[config.mk]
export PLATFORM = sky130hd
export DESIGN_NAME = reorder_buffer
export DESIGN_NICKNAME = d
export VERILOG_FILES = /design/src/rtl/reorder_buffer_pkg.sv /design/src/rtl/reorder_buffer.sv
export SDC_FILE = /design/constraint.sdc
export NUM_CORES = 1
export LEC_CHECK = 0
export CAP_MARGIN = 20
export CORE_UTILIZATION = 40
export CTS_CLUSTER_DIAMETER = 30
export DETAILED_ROUTE_END_ITERATION = 10
export SKIP_CTS_REPAIR_TIMING = 1
export SLEW_MARGIN = 20
export SYNTH_ARGS = -nofsm -noshare
export SYNTH_HDL_FRONTEND = slang
export SYNTH_SLANG_ARGS = --single-unit
[constraint.sdc]
create_clock -name clk -period 2.8 [get_ports clk]
set_input_delay 0.28 -clock clk [delete_from_list [all_inputs] [get_ports clk]]
set_output_delay 0.28 -clock clk [all_outputs]
set_load 0.05 [all_outputs]
[src/rtl/reorder_buffer_pkg.sv]
// Shared constants for the reorder buffer: sizing and the tag/slot mapping.
package rob_pkg;

  localparam int unsigned TAG_W    = 3;
  localparam int unsigned ENTRIES  = (1 << TAG_W) - 1;
  localparam int unsigned XLEN     = 32;
  localparam int unsigned RD_W     = 5;

  // Tag 0 means "no dependency"; slot i carries tag i + TAG_BASE.
  localparam int unsigned TAG_NONE = 0;
  localparam int unsigned TAG_BASE = 1;

endpackage

[src/rtl/reorder_buffer.sv]
// In-order retirement buffer: allocates rename tags, captures results by tag,
// retires one ready head entry per cycle as a registered commit pulse and
// answers two combinational forwarding queries.
module reorder_buffer #(
  parameter int unsigned TAG_W   = rob_pkg::TAG_W,
  parameter int unsigned ENTRIES = rob_pkg::ENTRIES,
  parameter int unsigned XLEN    = rob_pkg::XLEN
) (
  input  logic                     clk,
  input  logic                     rst,
  input  logic                     issue_valid,
  input  logic [rob_pkg::RD_W-1:0] issue_rd,
  output logic                     issue_ready,
  output logic [TAG_W-1:0]         alloc_tag,
  input  logic                     wb_valid,
  input  logic [TAG_W-1:0]         wb_tag,
  input  logic [XLEN-1:0]          wb_data,
  input  logic                     flush,
  input  logic [TAG_W-1:0]         q1_tag,
  output logic                     q1_ready,
  output logic [XLEN-1:0]          q1_value,
  input  logic [TAG_W-1:0]         q2_tag,
  output logic                     q2_ready,
  output logic [XLEN-1:0]          q2_value,
  output logic                     commit,
  output logic [rob_pkg::RD_W-1:0] reg_num,
  output logic [XLEN-1:0]          data_in,
  output logic [TAG_W-1:0]         num_in
);
  import rob_pkg::RD_W;
  import rob_pkg::TAG_NONE;
  import rob_pkg::TAG_BASE;

  typedef logic [TAG_W-1:0] ptr_t;

  localparam ptr_t LAST = ptr_t'(ENTRIES - 1);
  localparam ptr_t FULL = ptr_t'(ENTRIES);
  localparam ptr_t ONE  = ptr_t'(TAG_BASE);
  localparam ptr_t NONE = ptr_t'(TAG_NONE);

  logic [ENTRIES-1:0] busy_q, busy_d;
  logic [ENTRIES-1:0] ready_q, ready_d;
  logic [RD_W-1:0]    rd_q    [ENTRIES];
  logic [RD_W-1:0]    rd_d    [ENTRIES];
  logic [XLEN-1:0]    value_q [ENTRIES];
  logic [XLEN-1:0]    value_d [ENTRIES];
  ptr_t               head_q, head_d;
  ptr_t               tail_q, tail_d;
  ptr_t               count_q, count_d;
  logic               commit_q, commit_d;
  logic [RD_W-1:0]    reg_num_q, reg_num_d;
  logic [XLEN-1:0]    data_q, data_d;
  ptr_t               num_q, num_d;

  logic do_issue, do_retire, do_wb;
  ptr_t wb_idx, q1_idx, q2_idx;

  function automatic ptr_t wrap_inc(input ptr_t p);
    return (p == LAST) ? '0 : p + ONE;
  endfunction

  assign issue_ready = (count_q != FULL);
  assign alloc_tag   = tail_q + ONE;
  assign do_issue    = issue_valid && issue_ready;
  // Retire decision uses registered ready, so a same-cycle writeback to the head waits one edge.
  assign do_retire   = (count_q != '0) && busy_q[head_q] && ready_q[head_q];
  assign wb_idx      = wb_tag - ONE;
  assign do_wb       = wb_valid && (wb_tag != NONE) && busy_q[wb_idx];

  assign q1_idx   = q1_tag - ONE;
  assign q2_idx   = q2_tag - ONE;
  assign q1_ready = (q1_tag != NONE) && busy_q[q1_idx] && ready_q[q1_idx];
  assign q2_ready = (q2_tag != NONE) && busy_q[q2_idx] && ready_q[q2_idx];
  assign q1_value = q1_ready ? value_q[q1_idx] : '0;
  assign q2_value = q2_ready ? value_q[q2_idx] : '0;

  assign commit  = commit_q;
  assign reg_num = reg_num_q;
  assign data_in = data_q;
  assign num_in  = num_q;

  // Next-state: flush clears occupancy; otherwise writeback, retire and issue in that order.
  always_comb begin
    busy_d    = busy_q;
    ready_d   = ready_q;
    rd_d      = rd_q;
    value_d   = value_q;
    head_d    = head_q;
    tail_d    = tail_q;
    count_d   = count_q;
    commit_d  = 1'b0;
    reg_num_d = reg_num_q;
    data_d    = data_q;
    num_d     = num_q;
    if (flush) begin
      busy_d  = '0;
      ready_d = '0;
      head_d  = '0;
      tail_d  = '0;
      count_d = '0;
    end else begin
      if (do_wb) begin
        ready_d[wb_idx] = 1'b1;
        value_d[wb_idx] = wb_data;
      end
      if (do_retire) begin
        commit_d        = 1'b1;
        reg_num_d       = rd_q[head_q];
        data_d          = value_q[head_q];
        num_d           = head_q + ONE;
        busy_d[head_q]  = 1'b0;
        ready_d[head_q] = 1'b0;
        head_d          = wrap_inc(head_q);
      end
      if (do_issue) begin
        busy_d[tail_q]  = 1'b1;
        ready_d[tail_q] = 1'b0;
        rd_d[tail_q]    = issue_rd;
        tail_d          = wrap_inc(tail_q);
      end
      case ({do_issue, do_retire})
        2'b10:   count_d = count_q + ONE;
        2'b01:   count_d = count_q - ONE;
        default: count_d = count_q;
      endcase
    end
  end

  // State register with synchronous reset.
  always_ff @(posedge clk) begin
    if (rst) begin
      busy_q    <= '0;
      ready_q   <= '0;
      for (int unsigned i = 0; i < ENTRIES; i++) begin
        rd_q[i]    <= '0;
        value_q[i] <= '0;
      end
      head_q    <= '0;
      tail_q    <= '0;
      count_q   <= '0;
      commit_q  <= 1'b0;
      reg_num_q <= '0;
      data_q    <= '0;
      num_q     <= '0;
    end else begin
      busy_q    <= busy_d;
      ready_q   <= ready_d;
      rd_q      <= rd_d;
      value_q   <= value_d;
      head_q    <= head_d;
      tail_q    <= tail_d;
      count_q   <= count_d;
      commit_q  <= commit_d;
      reg_num_q <= reg_num_d;
      data_q    <= data_d;
      num_q     <= num_d;
    end
  end

endmodule

* Word level (Yosys, flattened, before mapping)
Index checks and enable logic that the tools add are counted.
Storage, ports and cells: flip-flop bits (word level) 323, bits of input ports 51, output and inout bits 111, word-level logic and storage cells 138
Cells by class: $add $sub $neg 7, bitwise operators 13, reductions and logical operators 23, order comparisons 15, muxes and demuxes 52, eq/ne operators 5
Operator list (number):
- $bmux W32 S3 | 3
- $mux W32 | 9
- $bwmux W224 | 1
- $demux W32 S3 | 1
- $mux W7 | 8
- $bwmux W35 | 1
- $and A7 B7 Y7 | 3
- $bmux W1 S3 | 7
- $ge A4 B4 Y1 const B | 5
- $lt A3 B4 Y1 const B | 5
- $not A3 Y4 | 5
- $bmux W5 S3 | 1
- $demux W5 S3 | 1
- $mux W5 | 3
- $logic_and A1 B1 Y1 | 14
- $not A7 Y7 | 2
- $or A7 B7 Y7 | 2
- $reduce_bool A3 Y1 | 4
- $sub A3 B1 Y3 const B | 4
- $mux W1 | 11
- $add A3 B1 Y3 const B | 3
- $demux W1 S3 | 3
- $ge A3 B1 Y1 const B | 3
- $lt A4 B1 Y1 const B | 2
- other kinds (10) | 14

* Depth between registers and ports, before layout
Gate-level depths: netlist of run 1.
depth after elaboration 13, gate-level depth with buffers 10

* Worst setup path after synthesis of run 1
No wires, ideal clock.
kind in2out, start in q2_tag[0], end out q2_value[10], stages on the path 10, slack -749 ps, data arrival time 3269 ps, data required time 2520 ps, path through buf_4 > inv_2 > clkbuf_1 > ha_1 > buf_2 > nor2b_1 > clkbuf_1 > clkbuf_1 > a21oi_1 > a211oi_1
Between the ends: longest elaborated chain between the ends 6, elaborated cells between the ends (all ways) 13
Ends and longest elaborated chain:
- from (decl) | RTL line reorder_buffer.sv:22 | input logic [TAG_W-1:0] q2_tag,
- $sub A3 B1 Y3 | RTL line reorder_buffer.sv:71 | assign q2_idx = q2_tag - ONE;
- $not A3 Y4 (implied by the code) / $bmux W1 S3 (equally long branches) | RTL line reorder_buffer.sv:75, reorder_buffer.sv:73
- $bmux W32 S3 / $mux W1 (equally long branches) | RTL line reorder_buffer.sv:75, reorder_buffer.sv:73
- $mux W32 (implied by the code) / $logic_and A1 B1 Y1 (equally long branches) (2 in series) | RTL line reorder_buffer.sv:75, reorder_buffer.sv:73
- $mux W32 (*) | RTL line reorder_buffer.sv:75 | assign q2_value = q2_ready ? value_q[q2_idx] : '0;
- to (decl) | RTL line reorder_buffer.sv:24 | output logic [XLEN-1:0] q2_value,
Mark *: on every way between the ends. The rest lies on a longest branch, timed or not. The select of a mux whose other input is x is not followed.

* Worst setup path in the final report of run 1
start reg ready_q[1], end out q2_value[11]
Between the ends: longest elaborated chain between the ends 4
Ends and longest elaborated chain:
- from (decl) | RTL line reorder_buffer.sv:42 | logic [ENTRIES-1:0] ready_q, ready_d;
- from (signal assigned) | RTL line reorder_buffer.sv:147 | ready_q <= ready_d;
- $bmux W1 S3 | RTL line reorder_buffer.sv:73 | assign q2_ready = (q2_tag != NONE) && busy_q[q2_idx] && ready_q[q2_idx];
- $mux W1 (implied by the code) | RTL line reorder_buffer.sv:73
- $logic_and A1 B1 Y1 | RTL line reorder_buffer.sv:73
- $mux W32 | RTL line reorder_buffer.sv:75
No other way between the ends. The select of a mux whose other input is x is not followed.

==> PnR_summary.wiki, run 1 <==
{| class="wikitable"
! Metric !! Value
|-
| Setup slack on the worst flop-to-flop path || 0.10 ns
|-
| Skew final || about 0.035 ns
|-
| Arithmetic-cell share of the synthesized area counting full adders, half adders and majority gates || 0.0102
|-
| Mapped Avg Cell Area || 8.38 um2
|-
| R2r startpoint || head_q[0]
|-
| LEAKAGE || 9.04 nW
|-
| RSZ-0062 raised after global routing || true
|-
| Floorplan die area || 45600 um2
|-
| Cell at the root of the clock tree || sky130_fd_sc_hd__clkbuf_16
|-
| Final Routed Wirelength || about 74 mm
|-
| Class of the most critical hold timing path || in -> reg
|-
| Core footprint || 44200 um2
|-
| Number of unique standard cell types used by synthesis || 73
|-
| Failing checks || DRC, setup timing
|-
| Total of fill cells in the finished design || roughly 3800
|-
| Xor and xnor fraction of the mapped netlist area || 0.00342
|-
| I/O Pins || 162
|-
| P&R area growth vs syn || 44.8%
|-
| Number of cell instances on the worst register-to-register path || 9
|-
| Worst path cell trace || nand2_4, mux4_2, nand2b_1, o211ai_1, buf_6, buf_16, a211oi_4, buf_12
|-
| Fraction of the mapped netlist area in simple logic gates || 0.183
|-
| Power density of the placed cells || 644 nW/um2
|-
| Number of DRC violations after detailed-routing iteration 0 || 2361
|-
| HPWL Detailed || 46.5 mm
|-
| Max Fanout on Critical Path || 7
|-
| Number of optimization iterations in the first detailed-route pass || 9
|-
| Upper clock frequency limit || 0.348 GHz
|-
| Total number of nets in the final design || 2433
|-
| Fraction of synthesis flops using an asynchronous set or reset pin || 0
|-
| Cell types with the highest counts after synthesis || sky130_fd_sc_hd__nand2_1, sky130_fd_sc_hd__a21oi_1, sky130_fd_sc_hd__dfxtp_1
|-
| Final count of negative-setup-slack endpoints || 18
|-
| Arrival time of data at the critical path endpoint || 2.60 ns
|-
| Cell with the largest stage delay on the worst path || sky130_fd_sc_hd__mux4_2
|-
| Synthesis-stage register bit count || 323
|-
| Final weighted congestion of routability-driven global placement || 0.913
|-
| Maximum number of pins on one net before global-route repair || 168
|-
| Total via count after detailed routing || approximately 18000
|-
| Number of remaining DRC errors || 4
|-
| Clock-pin slew on the worst setup and hold paths || 0.04 ns
|-
| Reg-to-reg endpoint || count_q[2]
|-
| Dominant combinational cell family by area after synthesis || multiplexers
|-
| Clock sink count || ~320
|-
| Total clock buffers created by CTS || 83
|-
| Post-synthesis instance area || 17900 um2
|-
| TritonCTS clock tree || yes
|-
| Clock Latency Late Sink || 0.62 ns
|-
| Synth top area share || 0.361
|-
| Final worst slack || -0.0754 ns
|-
| Number of H-tree levels || 3
|-
| Number of slew-limit violations in the final report || 0
|-
| Fraction of synthesized area in multiplexers || 0.196
|-
| Primary flip-flop cell chosen by synthesis mapping || sky130_fd_sc_hd__dfxtp_1
|-
| Crit path launch type || register
|-
| Count of yosys warnings during synthesis || 0
|-
| Time the worst path needs with I/O delays and setup || ~2.9 ns
|-
| Die outline height || 214 um
|-
| Number of enable flip-flop cells after synthesis || 0
|-
| WS Path Type || reg -> out
|-
| Min-Delay Path Depth || 3
|-
| Crit share post-route || 1.03
|-
| Final antenna-violating net count || 0
|-
| Average wire per standard cell || 24.5 um
|-
| Most common cell in the netlist || sky130_fd_sc_hd__nand2_1
|-
| Combined global-route utilization of all metal layers || 0.321
|-
| Starting density of the core || 0.405
|-
| Clk buf depth || 3
|-
| Synthesized Nets || 2204
|-
| Wire length of the first global-routing pass || 110 mm
|-
| Fin. Hold Viols || 0
|-
| End point of the most critical hold path || value_q[192]
|-
| Worst-case vdd ir drop || 0.000534 V
|-
| Synth Area in Compound Gates || 0.193
|-
| Worst endpoint required time || 2.52 ns
|-
| Capturing element type of the critical path || output port
|-
| Hold Crit Start || wb_data[0]
|-
| Pre-CTS WS || -0.175 ns
|-
| Slew HR || 0.353
|-
| Share of cells above drive strength 1 || 0.265
|-
| Port-buffer cells || 161
|-
| Area leader, netlist || sky130_fd_sc_hd__dfxtp_1
|-
| Die X || 214 um
|-
| CP peak stage delay || 0.46 ns
|-
| Via density || 6.10
|-
| Outcome || finished, violations left
|-
| Ranking of synthesized cells by area || sky130_fd_sc_hd__dfxtp_1, sky130_fd_sc_hd__mux4_2, sky130_fd_sc_hd__nand2_1, sky130_fd_sc_hd__a21oi_1, sky130_fd_sc_hd__mux2i_1
|-
| Area used by sequential logic in the layout || approximately 6500 um2
|-
| Multi-input gate area in the final layout || approximately 11000 um2
|-
| Via count of the first global-routing pass || 18157
|-
| Transition time at the pin with the least slew margin || 0.970 ns
|-
| Worst slack on hold paths || 0.406 ns
|-
| Number of cell rows || 77
|-
| Post-synthesis instance total || 2139
|-
| Antenna violations before repair || 3
|-
| Sequential-to-total area share from yosys stat || 0.361
|-
| Max_cap viols || 0
|-
| Congestion Overflow GR || 0
|}
==> through the flow <==
step / instances / instance area, um2 / TNS [ns] / utilization / total power, W
after detailed placement: 2851 / 22400 / -3.15 / 0.507 / 0.00639
after CTS: 3005 / 25500 / -9.05 / 0.576 / 0.0166
after floorplan: 2139 / 18700 / -1.75 / - / 0.00563
after global routing: 3030 / 25900 / -4.53 / 0.587 / 0.0171
after global placement: 2851 / 22400 / -2.26 / 0.507 / 0.00637
final: 3030 / 25900 / -0.460 / 0.587 / 0.0167
==> metal layers <==
| layer | GRT usage | part of all wire | wire [um] |
|---|---|---|---|
| met5 | 0 | 0.00038 | 28 |
| met4 | 0.173 | 0.056 | 4180 |
| met3 | 0.0778 | 0.10 | 7640 |
| met2 | 0.512 | 0.46 | 34100 |
| met1 | 0.400 | 0.38 | 28200 |
==> registers in the layout, summed over array words and instances (netlist names), 3 cells and up <==
| signal | cells |
|---|---|
| num_in | 3 |
| reg_num | 5 |
| tail_q | 3 |
| count_q | 3 |
| data_in | 32 |
| busy_q | 7 |
| head_q | 3 |
| ready_q | 7 |
| value_q | 224 |
| rd_q | 35 |
==> kinds of logic (layout without fill, tap and decap cells) <==
logic type / count (synthesis) / count (layout)
DFF: 323 / 323
other: 0 / 1
muxes: 242 / 242
buffers and inverters: 213 / 511
and+or+nand+nor: 791 / 791
AOI/OAI and AO/OA: 549 / 549
xor gates and xnor gates: 7 / 7
adders and majority gates: 14 / 14
==> cells in the final DEF (no fill, tap or decap), types with 7 or more instances in the layout <==
cell                              count
sky130_fd_sc_hd__nand2_1            485
sky130_fd_sc_hd__a21oi_1            320
sky130_fd_sc_hd__dfxtp_1            310
sky130_fd_sc_hd__nor2_1             190
sky130_fd_sc_hd__buf_4              132
sky130_fd_sc_hd__mux2i_1            125
sky130_fd_sc_hd__buf_12              97
sky130_fd_sc_hd__clkbuf_16           89
sky130_fd_sc_hd__clkdlybuf4s50_1     89
sky130_fd_sc_hd__mux4_2              84
sky130_fd_sc_hd__a211oi_4            62
sky130_fd_sc_hd__a221oi_1            34
sky130_fd_sc_hd__mux2_2              33
sky130_fd_sc_hd__nor3_1              23
sky130_fd_sc_hd__a211oi_1            21
sky130_fd_sc_hd__o211ai_1            19
sky130_fd_sc_hd__bufinv_16           15
sky130_fd_sc_hd__inv_1               14
sky130_fd_sc_hd__clkinvlp_4          14
sky130_fd_sc_hd__nor2_2              13
sky130_fd_sc_hd__a22oi_1             13
sky130_fd_sc_hd__clkbuf_8            13
sky130_fd_sc_hd__clkinv_2            12
sky130_fd_sc_hd__ha_1                11
sky130_fd_sc_hd__o221ai_1             9
sky130_fd_sc_hd__clkbuf_1             9
sky130_fd_sc_hd__nand3_1              8
sky130_fd_sc_hd__o21ai_0              8
sky130_fd_sc_hd__a21oi_2              8
sky130_fd_sc_hd__dfxtp_2              8
sky130_fd_sc_hd__nor2b_1              7
sky130_fd_sc_hd__and3_1               7
sky130_fd_sc_hd__and2_1               7
==> power by group <==
part           total (W)  switching [W]  internal (W)
sequential       0.00463     0.00000971       0.00462
combinational    0.00180        0.00108      0.000718
clock             0.0103        0.00308       0.00721
==> how the worst max path moves through the flow <==
stage | endpoint | slack (ns) | cells after the start | start
floorplan | q2_value[10] | -0.08 | 10 | q2_tag[0]
global placement | q1_value[3] | -0.14 | 10 | q1_tag[1]
detailed placement | q1_value[6] | -0.17 | 10 | q1_tag[1]
CTS | q1_value[6] | -0.34 | 8 | busy_q[5]
global route | q2_value[3] | -0.17 | 8 | ready_q[1]
finish | q2_value[11] | -0.08 | 8 | ready_q[1]
==> worst max-delay path, delay by kind of cell, from the launching register on <==
kind	cells	cell delay, ns
AO/OA/AOI/OAI	2	0.47
buffers and inverters	3	0.55
flip-flops	1	0.35
multiplexers	1	0.46
AND/OR/NAND/NOR	2	0.14
==> layout make-up <==
type                            count  area share
Clock inverter                     49      0.0273
Sequential cell                   323       0.250
Timing Repair Buffer              339       0.161
Clock buffer                      105      0.0891
Tap cell                          592      0.0286
Antenna cell                        1   0.0000965
Multi-Input combinational cell   1603       0.441
Inverter                           18     0.00260
(Power assumes the default switching activity.)
==> inputs of run 2 (changes only) <==
--- a/config.mk
+++ b/config.mk
@@ -10,6 +10,7 @@
 export CTS_CLUSTER_DIAMETER = 30
 export DETAILED_ROUTE_END_ITERATION = 10
 export SKIP_CTS_REPAIR_TIMING = 1
+export SKIP_LAST_GASP = 1
 export SLEW_MARGIN = 20
 export SYNTH_ARGS = -nofsm -noshare
 export SYNTH_HDL_FRONTEND = slang
==> PnR_summary.wiki, run 2 (synthesis gave the netlist of run 1 again) <==
{| class="wikitable"
! Metric !! Value
|-
| Outcome || finished, violations left
|-
| Failing checks || setup timing
|-
| Clock-pin slew on the worst setup and hold paths || ~0.040 ns
|-
| Worst-case vdd ir drop || about 0.00053 V
|-
| Cell family contributing the most delay on the critical path || buffers and inverters
|-
| Starting density of the core || 0.405
|-
| Wire length of the first global-routing pass || 110 mm
|-
| Number of remaining DRC errors || 0
|-
| RSZ-0062 raised after global routing || true
|-
| Number of H-tree levels || 3
|-
| Clock Latency Late Sink || 0.62 ns
|-
| Final count of negative-setup-slack endpoints || 20
|-
| Time the worst path needs with I/O delays and setup || 2.88 ns
|-
| Via density || between 6 and 7
|-
| Arrival time of data at the critical path endpoint || 2.60 ns
|-
| Final Routed Wirelength || 74.1 mm
|-
| Number of flip-flops under the largest register name || 224
|-
| Setup tns final || -0.493 ns
|-
| Upper clock frequency limit || 0.348 GHz
|-
| Worst endpoint required time || about 2.5 ns
|-
| Floorplan die area || 45600 um2
|-
| Placed cell areas || 22400 um2
|-
| Via count of the first global-routing pass || roughly 18000
|-
| Commonest non-fill, non-tap cells in the layout || sky130_fd_sc_hd__nand2_1, sky130_fd_sc_hd__a21oi_1, sky130_fd_sc_hd__dfxtp_1, sky130_fd_sc_hd__nor2_1, sky130_fd_sc_hd__buf_4
|-
| Max_cap viols || 0
|-
| Combined global-route utilization of all metal layers || 0.321
|-
| Register name with the most flops || value_q
|-
| Number of slew-limit violations in the final report || 0
|-
| Power density of the placed cells || 644 nW/um2
|-
| CP Buf/Inv Count || 3
|-
| Worst slack on hold paths || 0.409 ns
|-
| Number of cell rows || 77
|-
| Average wire per standard cell || 24.4 um
|-
| Clock sink count || 323
|-
| Die X || 214 um
|-
| Worst path cell trace || nand2_4, mux4_2, nand2b_1, o211ai_1, buf_6, buf_16, a211oi_4, buf_12
|-
| Number of optimization iterations in the first detailed-route pass || 9
|-
| Setup slack on the worst flop-to-flop path || 0.11 ns
|-
| I/O Pins || about 160
|-
| Antenna violations before repair || 3
|-
| Final cell utilization of the core || 0.587
|-
| Global-route track usage on met2 || 0.512
|-
| Final weighted congestion of routability-driven global placement || 0.913
|-
| Total number of nets in the final design || 2433
|-
| CP peak stage delay || 0.46 ns
|-
| Clk buf depth || 3
|-
| Total via count after detailed routing || about 19000
|-
| Core footprint || 44200 um2
|-
| TritonCTS clock tree || yes
|-
| Fin. Hold Viols || 0
|-
| Cell at the root of the clock tree || sky130_fd_sc_hd__clkbuf_16
|-
| Maximum number of pins on one net before global-route repair || 168
|-
| P&R area growth vs syn || 44.8%
|-
| Met1 track utilization from global routing || 0.400
|-
| WS Path Type || reg -> out
|-
| Cell with the largest stage delay on the worst path || sky130_fd_sc_hd__mux4_2
|-
| LEAKAGE || between 9 and 10 nW
|-
| Most frequent standard cell in the layout excluding fill and tap cells || sky130_fd_sc_hd__nand2_1
|-
| Congestion Overflow GR || 0
|-
| Skew final || 0.0335 ns
|-
| Capturing element type of the critical path || output port
|-
| Transition time at the pin with the least slew margin || 0.968 ns
|-
| Final instance area || between 20000 and 30000 um2
|-
| HPWL Detailed || 46.5 mm
|-
| GR peak layer || met2
|-
| Total clock buffers created by CTS || 83
|-
| Port-buffer cells || roughly 160
|-
| Final antenna-violating net count || 0
|-
| Die outline height || 214 um
|-
| Crit share post-route || 1.03
|-
| Class of the most critical hold timing path || in -> reg
|-
| Number of DRC violations after detailed-routing iteration 0 || 2297
|-
| Routing usage on met3 || 0.0778
|-
| Final worst slack || -0.0751 ns
|-
| Share of cells above drive strength 1 || 0.265
|-
| Max Fanout on Critical Path || 7
|-
| Slew HR || 0.355
|-
| Crit path launch type || register
|}
## run 2: changes by cell type in the layout (fill, tap and decap cells not counted), sizes merged
| cell | delta |
|---|---|
| buf | -1 |
| clkbuf | +1 |
## run 2: final cells by class
type                    count  area, um2
repair buffers            339       4170
multi-input cells        1603      11400
clock inverters            49        709
fillers                  3775      18300
well taps                 592        741
diodes                      1       2.50
inverters                  18       67.6
flip-flops and latches    323       6490
clock buffers             105       2310
## run 2: report_power, final
group          total, W  switching (W)  internal [W]  leakage [nW]
sequential      0.00463     0.00000968       0.00462          2.61
combinational   0.00180        0.00108      0.000718          4.99
clock            0.0103        0.00307       0.00721          1.44
total            0.0167        0.00416        0.0125          9.04
## run 2: path summary, 6_finish.rpt
path / depth (start not counted) / endpoint / start
worst max-delay path: 8 / q2_value[11] / ready_q[1]
worst min-delay path: 3 / value_q[192] / wb_data[0]
worst max register to register: 9 / count_q[2] / head_q[0]
worst min register to register: 2 / data_in[31] / data_in[31]
## run 2: routing by layer
metal,vias to the layer above,part of all wire
met3,287,0.11
met4,2,0.055
met1,8992,0.38
met5,-,0.00016
met2,1159,0.46
li1,8088,-
## run 2: worst min-delay path: cells and delay by family
family	cells	cell delay (ns)
compound gates	1	0.05
buf+inv	1	0.53
simple gates	1	0.11
## run 2: metrics by stage
| step | cells | total power, W | setup WS (ns) |
|---|---|---|---|
| after floorplan | 2139 | 0.00563 | -0.0806 |
| after global placement | 2851 | 0.00637 | -0.144 |
| after detailed placement | 2851 | 0.00639 | -0.175 |
| after CTS | 3005 | 0.0166 | -0.340 |
| after global routing | 3030 | 0.0171 | -0.172 |
| final | 3030 | 0.0167 | -0.0751 |
==> inputs of run 3 (changes only) <==
--- a/config.mk
+++ b/config.mk
@@ -9,9 +9,8 @@
 export CORE_UTILIZATION = 40
 export CTS_CLUSTER_DIAMETER = 30
 export DETAILED_ROUTE_END_ITERATION = 10
-export SKIP_CTS_REPAIR_TIMING = 1
 export SKIP_LAST_GASP = 1
-export SLEW_MARGIN = 20
 export SYNTH_ARGS = -nofsm -noshare
 export SYNTH_HDL_FRONTEND = slang
 export SYNTH_SLANG_ARGS = --single-unit
+export TNS_END_PERCENT = 5
==> PnR_summary.wiki, run 3 (synthesis gave the netlist of run 1 again) <==
{| class="wikitable"
! Metric !! Value
|-
| Outcome || finished, violations left
|-
| Failing checks || setup timing
|-
| Upper clock frequency limit || 0.348 GHz
|-
| Total via count after detailed routing || 18140
|-
| Via density || between 6 and 7
|-
| Average wire per standard cell || 23.8 um
|-
| Congestion Overflow GR || 0
|-
| Die outline height || 214 um
|-
| Cell at the root of the clock tree || sky130_fd_sc_hd__clkbuf_16
|-
| Crit path launch type || register
|-
| Commonest non-fill, non-tap cells in the layout || sky130_fd_sc_hd__nand2_1, sky130_fd_sc_hd__a21oi_1, sky130_fd_sc_hd__dfxtp_1, sky130_fd_sc_hd__nor2_1, sky130_fd_sc_hd__mux2i_1
|-
| Count of inserted antenna diode cells || 0
|-
| Die X || 214 um
|-
| Final worst slack || -0.0776 ns
|-
| Number of DRC violations after detailed-routing iteration 0 || about 2000
|-
| HPWL Detailed || 45.7 mm
|-
| Total of fill cells in the finished design || 3768
|-
| Final weighted congestion of routability-driven global placement || 0.914
|-
| Starting density of the core || 0.405
|-
| Number of slew-limit violations in the final report || 0
|-
| Area used by sequential logic in the layout || 6480 um2
|-
| Crit share post-route || 1.03
|-
| TritonCTS clock tree || yes
|-
| Clock-pin slew on the worst setup and hold paths || 0.05 ns
|-
| Skew final || 0.0207 ns
|-
| Share of cells above drive strength 1 || 0.251
|-
| I/O Pins || 162
|-
| Fin. Hold Viols || 0
|-
| RSZ-0062 raised after global routing || true
|-
| Worst-case vdd ir drop || roughly 0.0005 V
|-
| Most frequent standard cell in the layout excluding fill and tap cells || sky130_fd_sc_hd__nand2_1
|-
| Overall power after layout || 0.0162 W
|-
| Port-buffer cells || approximately 160
|-
| Power density of the placed cells || 636 nW/um2
|-
| Worst endpoint required time || 2.52 ns
|-
| Max_cap viols || 0
|-
| Total number of nets in the final design || 2412
|-
| LEAKAGE || around 8.8 nW
|-
| Number of optimization iterations in the first detailed-route pass || 6
|-
| Max Fanout on Critical Path || 7
|-
| Combined global-route utilization of all metal layers || 0.318
|-
| Number of H-tree levels || 3
|-
| Quantity of hold-fixing buffers added after cts || 0
|-
| Transition time at the pin with the least slew margin || 0.919 ns
|-
| Class of the most critical hold timing path || in -> reg
|-
| Clock Latency Late Sink || 0.60 ns
|-
| Capturing element type of the critical path || output port
|-
| R2r startpoint || head_q[0]
|-
| Antenna violations before repair || 0
|-
| Timing startpoint of the critical path || ready_q[3]
|-
| Clk buf depth || 3
|-
| WS Path Type || reg -> out
|-
| Final antenna-violating net count || 0
|-
| Setup tns final || -1.18 ns
|-
| Final Routed Wirelength || 71.6 mm
|-
| Arrival time of data at the critical path endpoint || 2.60 ns
|-
| Number of remaining DRC errors || 0
|-
| Hold Crit Start || rst
|-
| Floorplan die area || 45600 um2
|-
| Number of flip-flops under the largest register name || 224
|-
| Maximum number of pins on one net before global-route repair || 165
|-
| Core footprint || around 44000 um2
|-
| Register name with the most flops || value_q
|-
| Number of cell instances on the worst register-to-register path || 7
|-
| Min-Delay Path Depth || 3
|-
| Number of cell rows || 77
|-
| P&R area growth vs syn || 42.4%
|-
| Via count of the first global-routing pass || 18219
|-
| Slew HR || 0.385
|-
| Time the worst path needs with I/O delays and setup || 2.88 ns
|-
| Total clock buffers created by CTS || 82
|-
| Final count of negative-setup-slack endpoints || 32
|-
| Multi-input gate area in the final layout || 11400 um2
|-
| Wire length of the first global-routing pass || between 100 and 150 mm
|-
| Clock sink count || 323
|}
## run 3: cell count changes in the layout (fill, tap and decap cells not counted), sizes merged
| cell | delta |
|---|---|
| clkinv | +3 |
| diode | -1 |
| clkinvlp | -1 |
| buf | -14 |
| clkdlybuf4s50 | +3 |
| bufinv | -3 |
| clkbuf | -7 |
| dlymetal6s2s | -3 |
| dlygate4sd3 | -1 |
| inv | +1 |
## run 3: final cells by class
type                    instances  share of cell area
clock buffers                 103              0.0891
clock inverters                49              0.0249
inverters                      18             0.00265
multi-input cells            1603               0.445
flip-flops and latches        323               0.254
well taps                     592              0.0290
repair buffers                319               0.155
## run 3: metal layers
layer | vias to the layer above | track usage | share of wire
li1 | 8022 | - | -
met2 | 1137 | 0.510 | 0.46
met1 | 8708 | 0.396 | 0.38
met3 | 273 | 0.0694 | 0.10
met4 | 0 | 0.175 | 0.055
met5 | - | 0 | 0
## run 3: worst paths after layout
check | to | slack, ns
setup reg to reg | data_in[5] | 0.14
hold / removal | value_q[31] | 0.24
hold reg to reg | reg_num[2] | 0.46
setup / recovery | q2_value[15] | -0.08
## run 3: critical path: stages, from the launching register on
cell	delay, ns
sky130_fd_sc_hd__dfxtp_2	0.34
sky130_fd_sc_hd__nand2_1	0.10
sky130_fd_sc_hd__mux4_2	0.45
sky130_fd_sc_hd__nand2b_1	0.09
sky130_fd_sc_hd__o211ai_1	0.08
sky130_fd_sc_hd__buf_4	0.17
sky130_fd_sc_hd__clkbuf_16	0.18
sky130_fd_sc_hd__buf_12	0.16
sky130_fd_sc_hd__a211oi_4	0.24
sky130_fd_sc_hd__buf_12	0.18
## run 3: timing repair
item,4_1_cts,5_1_grt
resized for setup,12,4
pin swaps,3,2
buffers inserted,7,5
endpoints found under the hold margin,0,0
setup endpoints to repair,63,71
## run 3: metrics by stage
step	cells	setup slack, ns	hold slack [ns]	utilization	area, um2
2_1_floorplan	2139	-0.0806	0.416	-	18700
3_3_place_gp	2843	-0.0471	0.448	0.508	22500
3_5_place_dp	2843	-0.0564	0.458	0.508	22500
4_1_cts	3002	-0.0990	0.278	0.576	25500
5_1_grt	3007	-0.134	0.303	0.577	25500
6_report	3007	-0.0776	0.241	0.577	25500
## run 3: power breakdown
group | switching, W | leakage, nW | internal, W
clock network | 0.00302 | 1.40 | 0.00684
logic | 0.00104 | 4.80 | 0.000688
registers | 0.00000837 | 2.61 | 0.00462
total | 0.00407 | 8.80 | 0.0122
